==> src/rtl/vram_pkg.sv <==
// -----------------------------------------------------------------------------
// vram_pkg
// Shared definitions for the 80x30 text VGA controller.
//   VRAM_ADDR_W / VRAM_DATA_W : video-RAM address and data widths
//   WR_FIFO_DEPTH             : default depth of the CPU write queue
//   vram_wr_t                 : {addr, data} write record passed to the VGA stage
//   h_max / v_max             : total horizontal / vertical counts per frame
// -----------------------------------------------------------------------------
package vram_pkg;

    localparam int VRAM_ADDR_W   = 15;
    localparam int VRAM_DATA_W   = 8;
    localparam int WR_FIFO_DEPTH = 8;

    localparam int h_max = 800;
    localparam int v_max = 525;

    typedef struct packed {
        logic [VRAM_ADDR_W-1:0] addr;
        logic [VRAM_DATA_W-1:0] data;
    } vram_wr_t;

endpackage

==> src/rtl/vram_wr_fifo_sync_edge.sv <==
// -----------------------------------------------------------------------------
// sync_edge
// Two-flop synchronizer for an asynchronous, idle-high bus strobe, with a third
// flop used to detect the rising (deasserting) edge of the synchronized signal.
// Ports:
//   clk     in  system clock
//   rst_n   in  asynchronous active-low reset; all stages reset to 1 (bus idle)
//   d_async in  asynchronous input
//   q       out synchronized level (second stage)
//   rise    out one-cycle pulse when q has just gone 0 -> 1
// -----------------------------------------------------------------------------
module sync_edge (
    input  logic clk,
    input  logic rst_n,
    input  logic d_async,
    output logic q,
    output logic rise
);

    logic s1_q, s2_q, s3_q;
    logic s1_d, s2_d, s3_d;

    always_comb begin
        s1_d = d_async;
        s2_d = s1_q;
        s3_d = s2_q;
    end

    always_ff @(posedge clk or negedge rst_n) begin
        if (!rst_n) begin
            s1_q <= 1'b1;
            s2_q <= 1'b1;
            s3_q <= 1'b1;
        end else begin
            s1_q <= s1_d;
            s2_q <= s2_d;
            s3_q <= s3_d;
        end
    end

    assign q    = s2_q;
    assign rise = s2_q & ~s3_q;

endmodule

==> src/rtl/vram_wr_fifo.sv <==
// -----------------------------------------------------------------------------
// vram_wr_fifo
// Captures Z80 writes into the video-RAM window and queues {address, data}
// pairs for the VGA stage's once-per-character CPU write slot.
// Ports:
//   CLK_50, nRST          clock, asynchronous active-low reset
//   CPU_A, CPU_D          Z80 address/data (asynchronous)
//   CPU_nWR, CPU_nCS      Z80 write strobe / window select (asynchronous)
//   WR_A, WR_D, WR_VALID  show-ahead head entry and not-empty flag
//   WR_ACK                pop pulse from the VGA stage
//   FIFO_LEVEL            occupancy (registered)
//   FIFO_AFULL            FIFO_LEVEL >= AF_LEVEL (registered)
//   OVERFLOW, OVF_CLR     sticky dropped-write flag and its clear
//   CPU_nWAIT             Z80 wait request, active low
// Optional feature: define VRAM_WR_WAIT_EN to drive CPU_nWAIT from the
// almost-full flag (registered); otherwise CPU_nWAIT is tied high.
// -----------------------------------------------------------------------------
module vram_wr_fifo
    import vram_pkg::*;
#(
    parameter int ADDR_W   = VRAM_ADDR_W,
    parameter int DATA_W   = VRAM_DATA_W,
    parameter int DEPTH    = WR_FIFO_DEPTH,
    parameter int AF_LEVEL = DEPTH - 1
) (
    input  logic                     CLK_50,
    input  logic                     nRST,
    input  logic [ADDR_W-1:0]        CPU_A,
    input  logic [DATA_W-1:0]        CPU_D,
    input  logic                     CPU_nWR,
    input  logic                     CPU_nCS,
    output logic [ADDR_W-1:0]        WR_A,
    output logic [DATA_W-1:0]        WR_D,
    output logic                     WR_VALID,
    input  logic                     WR_ACK,
    output logic [$clog2(DEPTH):0]   FIFO_LEVEL,
    output logic                     FIFO_AFULL,
    output logic                     OVERFLOW,
    input  logic                     OVF_CLR,
    output logic                     CPU_nWAIT
);

    localparam int PW = $clog2(DEPTH);
    localparam int LW = PW + 1;
    localparam int EW = ADDR_W + DATA_W;

    // Strobe synchronization
    logic nwr_s2, nwr_rise;
    logic ncs_s1_q, ncs_s2_q, ncs_s1_d, ncs_s2_d;

    sync_edge u_nwr_sync (
        .clk     (CLK_50),
        .rst_n   (nRST),
        .d_async (CPU_nWR),
        .q       (nwr_s2),
        .rise    (nwr_rise)
    );

    // Hold registers and queue state
    logic [ADDR_W-1:0] hold_a_q, hold_a_d;
    logic [DATA_W-1:0] hold_d_q, hold_d_d;
    logic              hold_vld_q, hold_vld_d;
    logic [PW-1:0]     wr_ptr_q, wr_ptr_d, rd_ptr_q, rd_ptr_d;
    logic [LW-1:0]     level_q, level_d;
    logic              afull_q, afull_d;
    logic              ovf_q, ovf_d;
    logic [EW-1:0]     mem_q [DEPTH];

    logic capture, push_req, pop, full, push;
    logic [EW-1:0] head;

    always_comb begin
        ncs_s1_d   = CPU_nCS;
        ncs_s2_d   = ncs_s1_q;

        // Keep re-sampling while the strobe is low so the value committed is
        // the last one seen before the strobe deasserts.
        capture    = ~nwr_s2 & ~ncs_s2_q;
        push_req   = nwr_rise & hold_vld_q;
        pop        = WR_ACK & (level_q != '0);
        full       = (level_q == LW'(DEPTH));
        // A pop in the same cycle frees the slot, so a full queue still accepts.
        push       = push_req & (~full | pop);

        hold_a_d   = hold_a_q;
        hold_d_d   = hold_d_q;
        hold_vld_d = hold_vld_q;
        wr_ptr_d   = wr_ptr_q;
        rd_ptr_d   = rd_ptr_q;
        level_d    = level_q;
        ovf_d      = ovf_q;

        if (capture) begin
            hold_a_d   = CPU_A;
            hold_d_d   = CPU_D;
            hold_vld_d = 1'b1;
        end else if (push_req) begin
            hold_vld_d = 1'b0;
        end

        if (push) wr_ptr_d = wr_ptr_q + 1'b1;
        if (pop)  rd_ptr_d = rd_ptr_q + 1'b1;

        case ({push, pop})
            2'b10:   level_d = level_q + 1'b1;
            2'b01:   level_d = level_q - 1'b1;
            default: level_d = level_q;
        endcase

        afull_d = (level_d >= LW'(AF_LEVEL));

        // A new drop takes priority over a clear in the same cycle.
        if (push_req && !push)
            ovf_d = 1'b1;
        else if (OVF_CLR)
            ovf_d = 1'b0;
    end

    always_ff @(posedge CLK_50 or negedge nRST) begin
        if (!nRST) begin
            ncs_s1_q   <= 1'b1;
            ncs_s2_q   <= 1'b1;
            hold_a_q   <= '0;
            hold_d_q   <= '0;
            hold_vld_q <= 1'b0;
            wr_ptr_q   <= '0;
            rd_ptr_q   <= '0;
            level_q    <= '0;
            afull_q    <= 1'b0;
            ovf_q      <= 1'b0;
        end else begin
            ncs_s1_q   <= ncs_s1_d;
            ncs_s2_q   <= ncs_s2_d;
            hold_a_q   <= hold_a_d;
            hold_d_q   <= hold_d_d;
            hold_vld_q <= hold_vld_d;
            wr_ptr_q   <= wr_ptr_d;
            rd_ptr_q   <= rd_ptr_d;
            level_q    <= level_d;
            afull_q    <= afull_d;
            ovf_q      <= ovf_d;
        end
    end

    // Storage is not reset; outputs are masked while the queue is empty.
    always_ff @(posedge CLK_50) begin
        if (push) mem_q[wr_ptr_q] <= {hold_a_q, hold_d_q};
    end

    assign head       = mem_q[rd_ptr_q];
    assign WR_VALID   = (level_q != '0);
    assign WR_A       = WR_VALID ? head[EW-1:DATA_W] : '0;
    assign WR_D       = WR_VALID ? head[DATA_W-1:0]  : '0;
    assign FIFO_LEVEL = level_q;
    assign FIFO_AFULL = afull_q;
    assign OVERFLOW   = ovf_q;

`ifdef VRAM_WR_WAIT_EN
    logic nwait_q, nwait_d;

    always_comb begin
        nwait_d = ~afull_q;
    end

    always_ff @(posedge CLK_50 or negedge nRST) begin
        if (!nRST) nwait_q <= 1'b1;
        else       nwait_q <= nwait_d;
    end

    assign CPU_nWAIT = nwait_q;
`else
    assign CPU_nWAIT = 1'b1;
`endif

endmodule

==> config.mk <==
export PLATFORM = sky130hd
export DESIGN_NAME = vram_wr_fifo
export DESIGN_NICKNAME = d
export VERILOG_FILES = /design/src/rtl/vram_pkg.sv /design/src/rtl/vram_wr_fifo_sync_edge.sv /design/src/rtl/vram_wr_fifo.sv
export SDC_FILE = /design/constraint.sdc
export NUM_CORES = 1
export LEC_CHECK = 0
export CORE_ASPECT_RATIO = 0.8
export CORE_UTILIZATION = 45
export CTS_BUF_LIST = sky130_fd_sc_hd__clkbuf_8
export CTS_CLUSTER_SIZE = 28
export DETAILED_ROUTE_END_ITERATION = 8
export SLEW_MARGIN = 20
export SYNTH_ARGS = -nofsm -noshare
export SYNTH_HDL_FRONTEND = slang
export SYNTH_SLANG_ARGS = --single-unit
export TNS_END_PERCENT = 5
==> constraint.sdc <==
create_clock -name CLK_50 -period 4.48 [get_ports CLK_50]
set_clock_uncertainty 0.05 [all_clocks]
set_input_delay 1.12 -clock CLK_50 [delete_from_list [all_inputs] [get_ports CLK_50]]
set_output_delay 1.12 -clock CLK_50 [all_outputs]
set_load 0.01 [all_outputs]
After elaboration in Yosys (flattened, before gate mapping) --
Memories as Yosys holds them, arrays and structs flattened. Index checks and enable logic that the tools add are counted.
Storage, ports and cells: register bits 41, word-level logic and storage cells 46, input port bits 29, output and inout port bits 31, memories 1, bits in writable memories 184
Operators by class: muxes and demuxes 9, reductions and logical operators 5, bitwise operators 10, equality and inequality tests 3, $add $sub $neg 4, order comparisons 1
Memory list:
- mem_q | words 8, width 23, read ports 1, clocked after Yosys merged registers in 0, write ports 1, line vram_wr_fifo.sv:67 | logic [EW-1:0] mem_q [DEPTH];
Operators with widths (count):
- two-way mux 15 bit | 1
- two-way mux 8 bit | 1
- one-hot mux 4 bit (2 select lines) | 1
- adder 3 x 1 -> 3 bit (second input constant) | 2
- two-way mux 1 bit | 6
- bitwise AND 1 bit | 5
- adder 4 x 1 -> 4 bit (second input constant) | 1
- == test 4 bit (second input constant) | 1
- >= comparator 4 x 3 -> 1 bit (second input constant) | 1
- inverter 1 bit | 4
- nonzero test 2 bit | 2
- nonzero test 4 bit | 1
- subtractor 4 x 1 -> 4 bit (second input constant) | 1
- == test 2 x 1 -> 1 bit (second input constant) | 1
- == test 2 bit (second input constant) | 1
- logical AND 1 bit | 1
- logical NOT 1 bit | 1
- OR 1 bit | 1

Logic depth before layout (Yosys ltp) --
Gate-level depths: netlist (run 1).
depth in word-level cells 7, mapped depth 8, depth with buffers taken out 8

Cells and area by module --
A second synthesis (run 1) with hierarchy kept.
Unflattened totals: cells, all modules 421, area total of the unflattened synthesis 8722.1 um2
By module, submodules not included:
- vram_wr_fifo | times used 1, area each 8629.5 um2, seq. area each 6478.7 um2, cells an instance 417
- sync_edge | times used 1, area each 92.6 um2, seq. area each 78.8 um2, cells an instance 4

Worst setup path after synthesis (run 1) --
No wires, ideal clock.
kind in2reg, from in WR_ACK, to mem mem_q[0][0] in the netlist's numbering, enable pin, path buffers 0, path slack 0.365 ns, data required time 3.969 ns, arrival 3.604 ns, library setup time 0.461 ns, stages 3, cells stage by stage or3_1 -> nand2_1 -> nor4_1
Between the ends: cells in the longest elaborated chain, start to end 5
RTL lines:
- start, declared | line vram_wr_fifo.sv:35 | input logic WR_ACK,
- bitwise AND 1 bit | line vram_wr_fifo.sv:80 | pop = WR_ACK & (level_q != '0);
- OR 1 bit | line vram_wr_fifo.sv:83 | push = push_req & (~full | pop);
- bitwise AND 1 bit | line vram_wr_fifo.sv:83
- two-way mux 1 bit | line vram_wr_fifo.sv:147 | if (push) mem_q[wr_ptr_q] <= {hold_a_q, hold_d_q};
- two-way mux 1 bit (not written as such) | line vram_wr_fifo.sv:147
- end, declared | line vram_wr_fifo.sv:67
No other way between the ends.

Worst setup path after layout (run 1) --
from reg rd_ptr_q[0], to out WR_A[11]
Between the ends: cells in the longest elaborated chain, start to end 2
RTL lines:
- start, declared | line vram_wr_fifo.sv:63 | logic [PW-1:0] wr_ptr_q, wr_ptr_d, rd_ptr_q, rd_ptr_d;
- start signal, assigned | line vram_wr_fifo.sv:138 | rd_ptr_q <= rd_ptr_d;
- memory read (8 x 23 bit)
- two-way mux 15 bit | line vram_wr_fifo.sv:152 | assign WR_A = WR_VALID ? head[EW-1:DATA_W] : '0;
- end, declared | line vram_wr_fifo.sv:32 | output logic [ADDR_W-1:0] WR_A,
No other way between the ends.

==> impl_metrics.yaml, run 1 <==
timing:
  whs_ps: 305
  tightest_slew_ps: 913
  period_share_pct: 89.9
  slew_headroom_pct: 39.1
  setup_viol: 0
  finalSetupTns_ps: 0
  clock.fmax_mhz: 248
  period_needed_ps: 4030
  setup_slack_ps: 454
  hold_viol: 0
  rsz0062_at_grt: "no"
  drv_slew: 0
power_and_ir_drop:
  p_clk_share_pct: 26.4
  swShare_pct: 29.1
  seqPwrFrac_pct: 43.8
  pwr-share-comb_pct: 29.7
  power_per_cell_area_nw_per_um2: 590
  p_int_mw: 4.37
  vdd_ir_drop_max_v: 0.000373
  netSwitchingPower_mw: 1.79
  p_leak_nw: 3.62
grt:
  grt_pass1_wl_mm: 25.9
  grt_max_degree: 30
  grt-ovfl-total: 0
  grt_pass1_vias: 4543
  antenna_found_initial: 0
  track_usage_pct: 17.9
yosys:
  yosysMostFrequentCell: "edfxtp_1"
  seq_area_frac_synth_pct: 75.4
  yosys_warnings: 0
  yosys-top-cells-area: "edfxtp_1 64%, mux4_2 12%, dfrtp_1 10%"
  synth_cell_types: 39
  syn_avg_cell_area_um2: 20.6
  synth.ff_latch_count: 225
  synth_top_area_share_pct: 63.5
  synth_fp_nets: 456
  synth_top_area_cell: "edfxtp_1"
  synth_common_cells: "184 x edfxtp_1, 46 x mux4_2, 36 x dfrtp_1"
  synthArstFlopShare_pct: 18.2
  synth_edf_count: 184
  synthesis.area_um2: 8690
  synthFlopType: "edfxtp_1"
  syn_inst: 422
route:
  routedWlPerCell_um: 20.5
  drc: 0
  drt_iter0_markers: 256
  drt_wl_total_mm: 16.6
  ant_nets: 0
  detail_route.vias_per_cell: 5.22
  vias: 4227
  drtPass1Iterations: 4
clock_tree:
  clkTransAtPathRegs_ps: 60
  clock_latency_ps: 500
  holdBufCountCts: 0
  cts_buffers: 37
  cts_setup_buffers: 0
  htreeDepth: 2
  clockRootBuffer: "clkbuf_8"
  cts_tree: "yes"
  cts.path.max_buffers: 3
  ctsResizeCount: 0
  clock-sinks: 225
layout:
  n_fill_cell: 1517
  fin_util_pct: 55.0
  n_antenna_cell: 0
  syn2layout_area_growth_pct: 20.1
  postLayoutCellArea_um2: 10400
  drive_gt1_share_pct: 29.2
  multi_input_area_um2: 2080
  regArea_um2: 6560
  fin_nets: 557
worst_setup_path:
  worstPathMaxFanout: 14
  critPathRequiredTime_ps: 3310
  endpoint_kind: "primary output"
  crit_type: "reg2out"
  critPathLaunchType: "register"
  cp.arrival_ps: 2860
place:
  hpwl_mm: 9.87
  place.gp.congestion: 0.751
  port_buffers: 58
  place_ws_ps: 571
  placedInstanceArea_um2: 9760
die:
  die_h_um: 126
  io_pins: 60
  dieArea_um2: 19900
  die_x_um: 157
  core_um2: 19000
  num_rows: 45
  initial_core_util_pct: 45.8
worst_hold_path:
  hp-class: "reg2reg"
run:
  maxCapViolations: 0
status:
  status: "complete, no violations"
-- final timing paths --
path	endpoint	startpoint	cells after the start	slack, ps
worst max-delay path	WR_A[11]	rd_ptr_q[0]	5	450
worst min-delay path	u_nwr_sync.q	u_nwr_sync.s1_q	0	300
worst max register to register	FIFO_AFULL	FIFO_LEVEL[2]	8	1590
worst min register to register	u_nwr_sync.q	u_nwr_sync.s1_q	0	300
max in group asynchronous	u_nwr_sync.s1_q	nRST	2	3120
min in group asynchronous	hold_a_q[10]	nRST	1	490
-- cell families after synthesis --
family,count (synthesis),share of synthesized area [%]
mux,95,17.9
compound gates,10,0.993
other cells,1,0.0431
fa+ha+maj,5,0.806
flops,225,75.4
buf+inv,22,1.05
xor+xnor,6,0.604
simple gates,58,3.15
-- layout make-up --
cell class | instances | area share (%)
repair buffers | 80 | 7.45
flip-flops and latches | 225 | 62.8
clock inverters | 29 | 1.39
well taps | 258 | 3.09
clock buffers | 39 | 5.14
inverters | 4 | 0.144
multi-input cells | 175 | 19.9
-- critical path, cell delays in order, from the launching register on --
cell,delay [ps]
dfrtp_2,670
buf_4,370
mux4_2,550
mux2i_1,140
nor2_1,80
clkdlybuf4s50_1,530
-- power groups by stage --
stage | clock (mW) | sequential [mW] | combinational [mW]
2_1_floorplan | 0 | 2.63 | 1.18
3_3_place_gp | 0 | 2.74 | 1.85
3_5_place_dp | 0 | 2.75 | 1.87
4_1_cts | 1.68 | 2.71 | 1.87
5_1_grt | 1.77 | 2.74 | 1.99
6_report | 1.63 | 2.70 | 1.83
-- routing by layer --
layer | part of all wire, % | up-vias | track usage [%]
met4 | 2.0 | 0 | 5.94
met3 | 4.4 | 31 | 3.45
met1 | 45 | 2194 | 25.3
li1 | - | 1901 | -
met2 | 48 | 101 | 28.0
met5 | 0 | - | 0
-- state kept, by name, summed over array words and instances (netlist names), 3 cells and up --
signal,flops
mem_q,184
wr_ptr_q,3
FIFO_LEVEL,4
rd_ptr_q,3
hold_d_q,8
hold_a_q,15
-- stage by stage --
stage                     std cells  total power [mW]
after floorplan                 422              3.81
after global placement          742              4.59
after detailed placement        742              4.62
after CTS                       810              6.26
after global routing            810              6.49
final                           810              6.16
-- cell usage in the layout (no fill, tap or decap), types with 2 or more instances in the layout --
cell type,count
dfstp_2,5
clkinv_2,2
nor2_1,26
nor3_2,4
mux2_2,26
nand3_1,2
dfrtp_1,34
or3_1,2
nand2b_1,2
clkinv_1,9
dfrtp_2,2
nor2_2,4
and2_1,2
buf_12,3
nor3_1,2
a21oi_1,2
xnor2_1,5
nand2_1,8
mux2i_1,23
ha_1,4
clkdlybuf4s50_1,57
clkinvlp_4,2
buf_4,19
mux4_2,46
inv_1,18
edfxtp_1,184
clkbuf_8,39
(Power assumes the default switching activity.)
==> run 2: changes to the inputs <==
--- a/config.mk
+++ b/config.mk
@@ -5,11 +5,14 @@
 export SDC_FILE = /design/constraint.sdc
 export NUM_CORES = 1
 export LEC_CHECK = 0
+export CELL_PAD_IN_SITES_DETAIL_PLACEMENT = 2
+export CELL_PAD_IN_SITES_GLOBAL_PLACEMENT = 2
 export CORE_ASPECT_RATIO = 0.8
 export CORE_UTILIZATION = 45
 export CTS_BUF_LIST = sky130_fd_sc_hd__clkbuf_8
 export CTS_CLUSTER_SIZE = 28
 export DETAILED_ROUTE_END_ITERATION = 8
+export PLACE_DENSITY_LB_ADDON = 0.1
 export SLEW_MARGIN = 20
 export SYNTH_ARGS = -nofsm -noshare
 export SYNTH_HDL_FRONTEND = slang
==> impl_metrics.yaml, run 2 (same netlist as run 1, synthesis figures left out) <==
status:
  status: "complete, no violations"
die:
  die_x_um: 157
  dieArea_um2: 19900
  die_h_um: 126
  num_rows: 45
  initial_core_util_pct: 45.8
  core_um2: 19000
  io_pins: 60
worst_setup_path:
  crit_type: "reg2out"
  slowest_stage: "dfrtp_2"
  critPathRequiredTime_ps: 3310
  endpoint_kind: "primary output"
  worstPathMaxFanout: 26
  crit_chain: "buf_12 -> mux4_2 -> mux2i_1 -> nor2_1 -> clkdlybuf4s50_1"
  critPathLaunchType: "register"
  critPathTopFamily: "buffers and inverters"
  r2r_cells: 8
  cp.arrival_ps: 2970
  cpPeakStageDelay_ps: 760
  worstSetupPathDepth: 5
  critPathBufInv: 2
timing:
  period_share_pct: 92.5
  period_needed_ps: 4140
  setup_viol: 0
  hold_viol: 0
  rsz0062_at_grt: "no"
  drv_slew: 0
  slew_headroom_pct: 39.4
  tightest_slew_ps: 909
  clock.fmax_mhz: 241
  finalSetupTns_ps: 0
worst_hold_path:
  whs_path_depth: 0
  hp-class: "reg2reg"
route:
  drt_iter0_markers: 133
  ant_nets: 0
  routedWlPerCell_um: 24.7
  drt_wl_total_mm: 20.1
  vias: 4412
  drc: 0
  detail_route.vias_per_cell: 5.42
  drtPass1Iterations: 4
grt:
  met1_usage_pct: 28.9
  track_usage_pct: 21.7
  antenna_found_initial: 0
  grt_pass1_vias: 5000
  met3_usage_pct: 4.20
  grt_pass1_wl_mm: 30.8
  grt_max_degree: 27
  use_met2_pct: 36.6
  grt-ovfl-total: 0
  gr-max-usage-layer: "met2"
power_and_ir_drop:
  swShare_pct: 30.4
  pwr-share-comb_pct: 30.0
  power_per_cell_area_nw_per_um2: 597
  p_int_mw: 4.34
  vdd_ir_drop_max_v: 0.000271
  p_leak_nw: 3.65
  p_clk_share_pct: 25.9
  netSwitchingPower_mw: 1.89
  seqPwrFrac_pct: 44.1
place:
  port_buffers: 58
  placedCellCount: 745
  place.gp.congestion: 0.764
  hpwl_mm: 12.4
clock_tree:
  clock_latency_ps: 520
  cts_setup_buffers: 0
  holdBufCountCts: 0
  cts.path.max_buffers: 3
  clkTransAtPathRegs_ps: 60
  cts_buffers: 38
  ctsResizeCount: 0
  htreeDepth: 2
  cts_tree: "yes"
  clockRootBuffer: "clkbuf_8"
  clock-sinks: 225
layout:
  largest_reg_flops: 184
  drive_gt1_share_pct: 29.9
  top_regs: "mem_q x184, hold_a_q x15, hold_d_q x8"
  regMostFlops: "mem_q"
  final_cell_mix: "184 x edfxtp_1, 57 x clkdlybuf4s50_1, 46 x mux4_2"
  n_fill_cell: 1637
  fin_nets: 561
  final_cells: 814
  layout_commonest_cell: "edfxtp_1"
  n_antenna_cell: 0
  fin_util_pct: 55.0
  syn2layout_area_growth_pct: 20.0
run:
  maxCapViolations: 0
[run 2: final cells by class]
| type | instances | area (um2) | area share [%] |
|---|---|---|---|
| Clock buffer | 40 | 551 | 5.27 |
| Tap cell | 258 | 323 | 3.09 |
| Multi-Input combinational cell | 175 | 2080 | 19.9 |
| Sequential cell | 225 | 6560 | 62.9 |
| Timing Repair Buffer | 83 | 788 | 7.55 |
| Clock inverter | 29 | 119 | 1.14 |
| Inverter | 4 | 15.0 | 0.144 |
[run 2: power by group through the flow]
| stage | sequential (mW) | combinational, mW | clock, mW |
|---|---|---|---|
| 6_report | 2.75 | 1.87 | 1.62 |
| 5_1_grt | 2.78 | 2.02 | 1.76 |
| 4_1_cts | 2.76 | 1.91 | 1.67 |
| 3_5_place_dp | 2.80 | 1.90 | 0 |
| 3_3_place_gp | 2.77 | 1.85 | 0 |
| 2_1_floorplan | 2.63 | 1.18 | 0 |
[run 2: path summary, 6_finish.rpt]
kind / from / endpoint / slack [ps]
max in group asynchronous: nRST / ncs_s2_q / 3020
max: rd_ptr_q[0] / WR_A[14] / 340
min in group asynchronous: nRST / FIFO_LEVEL[0] / 550
max reg2reg: FIFO_LEVEL[2] / FIFO_AFULL / 1490
min reg2reg: ncs_s1_q / ncs_s2_q / 310
min: ncs_s1_q / ncs_s2_q / 310
[run 2: per-stage QoR]
step / hold slack (ps) / instance area (um2) / setup WS [ps] / total power, mW
floorplan: 295 / 8690 / 365 / 3.81
global placement: 296 / 9770 / 630 / 4.62
detailed placement: 298 / 9770 / 554 / 4.69
CTS: 309 / 10400 / 248 / 6.34
global route: 312 / 10400 / 167 / 6.56
finish: 308 / 10400 / 338 / 6.23
[run 2: routing by layer]
layer / vias to the layer above / routed length [um]
li1: 1907 / -
met1: 2381 / 8780
met3: 31 / 737
met5: - / 0
met4: 0 / 357
met2: 93 / 10200
[run 2: worst register-to-register path, cell delays in order, from the launching register on]
cell      delay (ps)
dfrtp_1          460
o41ai_2          510
nor2_1           180
ha_1             370
a21oi_1           90
a211oi_1         380
a311oi_1         130
a221o_1          330
or3_1            370
